<file path="src/rtl/logic_microop_unit.sv">
// logic_microop_unit
//   Registered WIDTH-bit logic/shift micro-op unit with valid/ready on both
//   sides. Bitwise ops and PASS complete in one cycle. SHL/SHR/ROL with n >= 1
//   run bit-serially, one bit per cycle, in the SHIFT state.
// Ports:
//   clk, rst_n          clock, synchronous active-low reset
//   in_valid/in_ready   request handshake (a, b, sel sampled on accept)
//   a, b, sel           operands and micro-op select; b[SHW-1:0] is shift amount
//   out_valid/out_ready result handshake
//   f, zero, parity     held result register and its status flags
//   busy                high while a bit-serial shift is in progress
module logic_microop_unit #(
  parameter int WIDTH = 4
) (
  input  logic             clk,
  input  logic             rst_n,
  input  logic             in_valid,
  output logic             in_ready,
  input  logic [WIDTH-1:0] a,
  input  logic [WIDTH-1:0] b,
  input  logic [2:0]       sel,
  output logic             out_valid,
  input  logic             out_ready,
  output logic [WIDTH-1:0] f,
  output logic             zero,
  output logic             parity,
  output logic             busy
);
  localparam int SHW = $clog2(WIDTH);

  typedef enum logic {IDLE, SHIFT} state_t;

  localparam logic [1:0] OP_SHL = 2'b00;
  localparam logic [1:0] OP_SHR = 2'b01;
  localparam logic [1:0] OP_ROL = 2'b10;

  state_t           state_q, state_d;
  logic [WIDTH-1:0] work_q, work_d;
  logic [SHW-1:0]   cnt_q, cnt_d;
  logic [1:0]       op_q, op_d;
  logic [WIDTH-1:0] f_q, f_d;
  logic             zero_q, zero_d;
  logic             parity_q, parity_d;
  logic             out_valid_q, out_valid_d;

  logic [SHW-1:0]   n_raw, n_eff;
  logic             accept, single_op;
  logic [WIDTH-1:0] res, shifted;

  assign in_ready  = (state_q == IDLE) && (!out_valid_q || out_ready);
  assign accept    = in_valid && in_ready;
  assign out_valid = out_valid_q;
  assign f         = f_q;
  assign zero      = zero_q;
  assign parity    = parity_q;
  assign busy      = (state_q == SHIFT);

  // Shift amount: the low SHW bits of b; for non-power-of-2 WIDTH the
  // out-of-range codes saturate at WIDTH-1.
  always_comb begin
    n_raw = b[SHW-1:0];
    n_eff = n_raw;
    if ({1'b0, n_raw} > (SHW+1)'(WIDTH-1)) n_eff = SHW'(WIDTH-1);
  end

  // Shift ops with n == 0 degrade to a pass of a, so they finish in one cycle.
  assign single_op = !sel[2] || (sel == 3'b111) || (n_eff == '0);

  always_comb begin
    res = a;
    case (sel)
      3'b000:  res = a & b;
      3'b001:  res = a | b;
      3'b010:  res = a ^ b;
      3'b011:  res = ~a;
      3'b111:  res = b;
      default: res = a;
    endcase
  end

  always_comb begin
    shifted = work_q;
    case (op_q)
      OP_SHL:  shifted = {work_q[WIDTH-2:0], 1'b0};
      OP_SHR:  shifted = {1'b0, work_q[WIDTH-1:1]};
      OP_ROL:  shifted = {work_q[WIDTH-2:0], work_q[WIDTH-1]};
      default: shifted = work_q;
    endcase
  end

  always_comb begin
    state_d     = state_q;
    work_d      = work_q;
    cnt_d       = cnt_q;
    op_d        = op_q;
    f_d         = f_q;
    zero_d      = zero_q;
    parity_d    = parity_q;
    out_valid_d = out_valid_q;

    // Consume first; a same-edge single-cycle accept below re-sets it.
    if (out_valid_q && out_ready) out_valid_d = 1'b0;

    case (state_q)
      IDLE: begin
        if (accept) begin
          if (single_op) begin
            f_d         = res;
            zero_d      = (res == '0);
            parity_d    = ^res;
            out_valid_d = 1'b1;
          end else begin
            work_d  = a;
            cnt_d   = n_eff;
            op_d    = sel[1:0];
            state_d = SHIFT;
          end
        end
      end
      SHIFT: begin
        work_d = shifted;
        cnt_d  = cnt_q - SHW'(1);
        if (cnt_q == SHW'(1)) begin
          f_d         = shifted;
          zero_d      = (shifted == '0);
          parity_d    = ^shifted;
          out_valid_d = 1'b1;
          state_d     = IDLE;
        end
      end
      default: state_d = IDLE;
    endcase
  end

  always_ff @(posedge clk) begin
    if (!rst_n) begin
      state_q     <= IDLE;
      work_q      <= '0;
      cnt_q       <= '0;
      op_q        <= OP_SHL;
      f_q         <= '0;
      zero_q      <= 1'b1;
      parity_q    <= 1'b0;
      out_valid_q <= 1'b0;
    end else begin
      state_q     <= state_d;
      work_q      <= work_d;
      cnt_q       <= cnt_d;
      op_q        <= op_d;
      f_q         <= f_d;
      zero_q      <= zero_d;
      parity_q    <= parity_d;
      out_valid_q <= out_valid_d;
    end
  end
endmodule

</file>
<file path="config.mk">
export PLATFORM = sky130hd
export DESIGN_NAME = logic_microop_unit
export DESIGN_NICKNAME = d
export VERILOG_FILES = /design/src/rtl/logic_microop_unit.sv
export SDC_FILE = /design/constraint.sdc
export NUM_CORES = 1
export LEC_CHECK = 0
export ABC_AREA = 1
export CORE_UTILIZATION = 45
export DETAILED_ROUTE_END_ITERATION = 10
export GPL_TIMING_DRIVEN = 0
export PLACE_DENSITY = 0.8
export SETUP_SLACK_MARGIN = 0.5
export SYNTH_ARGS = -nofsm -noshare
export SYNTH_HDL_FRONTEND = slang
export SYNTH_SLANG_ARGS = --single-unit
</file>
<file path="constraint.sdc">
create_clock -name clk -period 2.92 [get_ports clk]
set_clock_uncertainty 0.15 [all_clocks]
set_input_delay 0.584 -clock clk [delete_from_list [all_inputs] [get_ports clk]]
set_output_delay 0.584 -clock clk [all_outputs]
set_load 0.01 [all_outputs]
</file>
==> impl_metrics.py <==
metrics = {
    "status": {
        "status": "finished clean",
    },
    "finish": {
        "fin_nets": 269,
        "num_antenna_cells": 0,
        "final_cells": 270,
        "drive_gt1_share_pct": 12.1,
        "syn_to_final_growth_pct": 17.7,
        "fill_cells": 283,
    },
    "clocking": {
        "htreeDepth": 1,
        "cts_tree": "built",
        "root_buffer": "clkbuf_4",
        "path_clk_slew_ns": 0.09,
        "clkLatencyLatePin_ns": 0.29,
        "cts-buffers-inserted": 3,
        "clockBufferDepth": 2,
        "clock-sinks": 16,
        "postCtsHoldBufs": 0,
    },
    "drt": {
        "routed_wl_um": 3090,
        "wl_per_cell_um": 11.4,
        "drtIter0Drc": 32,
        "via_count": 1410,
        "dr.pass1.iters": 4,
        "antenna_left": 0,
        "vias_per_cell": 5.22,
        "drc": 0,
    },
    "timing": {
        "post-route-min-period_ns": 2.26,
        "fmax_ghz": 0.443,
        "setup_viol": 0,
        "tns_ns": 0,
        "rsz0062_at_grt": "no",
        "relSlewSlack_pct": 76.8,
        "whs_ns": 0.317,
        "tightestPinTransition_ns": 0.348,
        "fin_crit_sh_pct": 77.4,
        "hold_viol_final": 0,
        "maxSlewViolCount": 0,
    },
    "setup_path": {
        "path_class": "in2reg",
        "crit_fanout": 2,
        "cp-start-kind": "primary input",
        "r2r-start": "op_q[0]$_SDFFE_PN0P_",
        "rrSetupSlack_ns": 1.07,
        "end_kind": "register",
        "critPathRequiredTime_ns": 2.99,
        "crit_path_start": "b[2]",
        "crit_arrival_ns": 2.33,
    },
    "die": {
        "core_um2": 2760,
        "rows": 19,
        "pin_count": 24,
        "chipHeight_um": 56.2,
        "chipWidth_um": 56.2,
        "start_util_pct": 47.9,
        "die_area_um2": 3150,
    },
    "yosys": {
        "syn-instance-count": 215,
        "synth_top_area_cell": "dfxtp_1",
        "synth_fa_ha_area_share_pct": 12.3,
        "async_reset_ff_share_pct": 0,
        "ys_seq_area_share_pct": 24.3,
        "synth_nets": 243,
        "syn_area_um2": 1320,
        "yosys.area_share.simple_pct": 37.0,
        "synth-seq-cells": 16,
        "synth_top_family_by_area": "simple AND/OR/NAND/NOR gates",
        "synth.avg_cell_area_um2": 6.14,
        "synth_area_leaders": "dfxtp_1 24%, nand2_1 16%, ha_1 12%",
        "ys_warn_count": 0,
        "synthMuxAreaShare_pct": 0,
        "synth-compound-area-share_pct": 11.6,
        "ys_types": 26,
        "synth_flop_cell": "dfxtp_1",
        "synth_most_common_cell": "nand2_1",
        "synth_edf_count": 0,
        "synth-xor-area-share_pct": 1.33,
        "netlist_top_cells_count": "56 x nand2_1, 35 x inv_1, 21 x a21oi_1",
        "netlist.area_leader.share_pct": 24.3,
    },
    "worst_hold_path": {
        "hold_start": "parity$_SDFFE_PN0P_",
        "hp-class": "reg2reg",
    },
    "global_route": {
        "antenna_found_initial": 0,
        "grt_pass1_wl_um": 5260,
        "grt_use_total_pct": 21.0,
        "grt_start_max_net_pins": 11,
        "grt_overflow": 0,
        "first_global_vias": 1286,
    },
    "job": {
        "cap_violations": 0,
    },
    "power": {
        "powerDensity_nw_per_um2": 373,
        "leakagePower_nw": 0.807,
        "peakVddDrop_v": 0.000275,
    },
    "placement": {
        "gp_congestion": 0.850,
        "place_hpwl_um": 2470,
        "io_buffers": 21,
        "dp_cells": 267,
    },
}
[metal layers]
| metal | vias to the layer above | GRT usage, % | wire (um) |
|---|---|---|---|
| met5 | - | 0 | 0 |
| met4 | 0 | 9.41 | 78 |
| met3 | 12 | 3.72 | 120 |
| met2 | 39 | 37.1 | 1500 |
| met1 | 627 | 24.6 | 1390 |
| li1 | 732 | - | - |
[cell type report]
| cell class | count | area (um2) | share of cell area (%) |
|---|---|---|---|
| Clock buffer | 3 | 22.5 | 1.45 |
| Buffer | 5 | 32.5 | 2.09 |
| Inverter | 39 | 146 | 9.42 |
| Sequential cell | 16 | 320 | 20.6 |
| Timing Repair Buffer | 21 | 168 | 10.8 |
| Tap cell | 31 | 38.8 | 2.50 |
| Multi-Input combinational cell | 155 | 826 | 53.1 |
[state kept, by name, indices dropped and copies added (netlist names)]
| register | cells |
|---|---|
| parity | 1 |
| busy | 1 |
| zero | 1 |
| op_q | 2 |
| cnt_q | 2 |
| f | 4 |
| out_valid | 1 |
| work_q | 4 |
[worst max-delay path, stage by stage]
cell	delay [ns]
dlygate4sd2_1	0.21
inv_1	0.06
ha_1	0.27
nand4_1	0.09
nand2_1	0.08
nor2_1	0.04
nand2_1	0.10
nand2_1	0.06
ha_1	0.28
xor2_1	0.16
nand2_1	0.08
o21ai_1	0.08
nand4_1	0.11
a21oi_1	0.14
[logic make-up (layout without fill, tap and decap cells)]
kind of cell,count (synthesis),after routing
adders and majority gates,13,13
AOI/OAI and AO/OA,30,30
xor gates and xnor gates,2,2
buffers and inverters,44,68
DFF,16,16
and+or+nand+nor,110,110
[timing repair]
action                                  4_1_cts  5_1_grt
endpoints found under the setup margin        2        1
buffers inserted                              0        0
gates resized for setup                      17       18
pin swaps                                     6        3
[cells in the final DEF, fill, tap and decap left out, types with 3 or more instances in the layout]
master	count
inv_1	31
dfxtp_1	16
clkbuf_4	3
clkdlybuf4s50_1	10
nand3_1	20
ha_1	13
inv_2	7
a21oi_1	21
clkbuf_2	8
nor2_1	19
o21ai_0	6
nand2_2	3
nand4_1	4
nand2_1	56
[stage by stage]
step	power [mW]	util, %	setup WS [ns]	instance area (um2)
final	0.580	56.4	0.661	1550
after floorplan	0.391	-	0.728	1320
after CTS	0.580	57.4	0.530	1580
after global routing	0.623	56.4	0.510	1550
after global placement	0.469	56.9	-0.00474	1570
after detailed placement	0.474	56.9	-0.0338	1570
[where the power goes]
part	switching, mW	leakage (nW)	internal (mW)	total (mW)
Clock	0.0665	0.0138	0.0480	0.115
Combinational	0.122	0.662	0.0933	0.215
Sequential	0.0119	0.131	0.239	0.251
Total	0.200	0.807	0.380	0.580
[final timing paths]
| check | end | cells past startpoint |
|---|---|---|
| min reg2reg | parity$_SDFFE_PN0P_ | 2 |
| max reg2reg | parity$_SDFFE_PN0P_ | 10 |
| min | parity$_SDFFE_PN0P_ | 2 |
| max | parity$_SDFFE_PN0P_ | 14 |
Note: power is estimated with default switching activity, not from simulation.
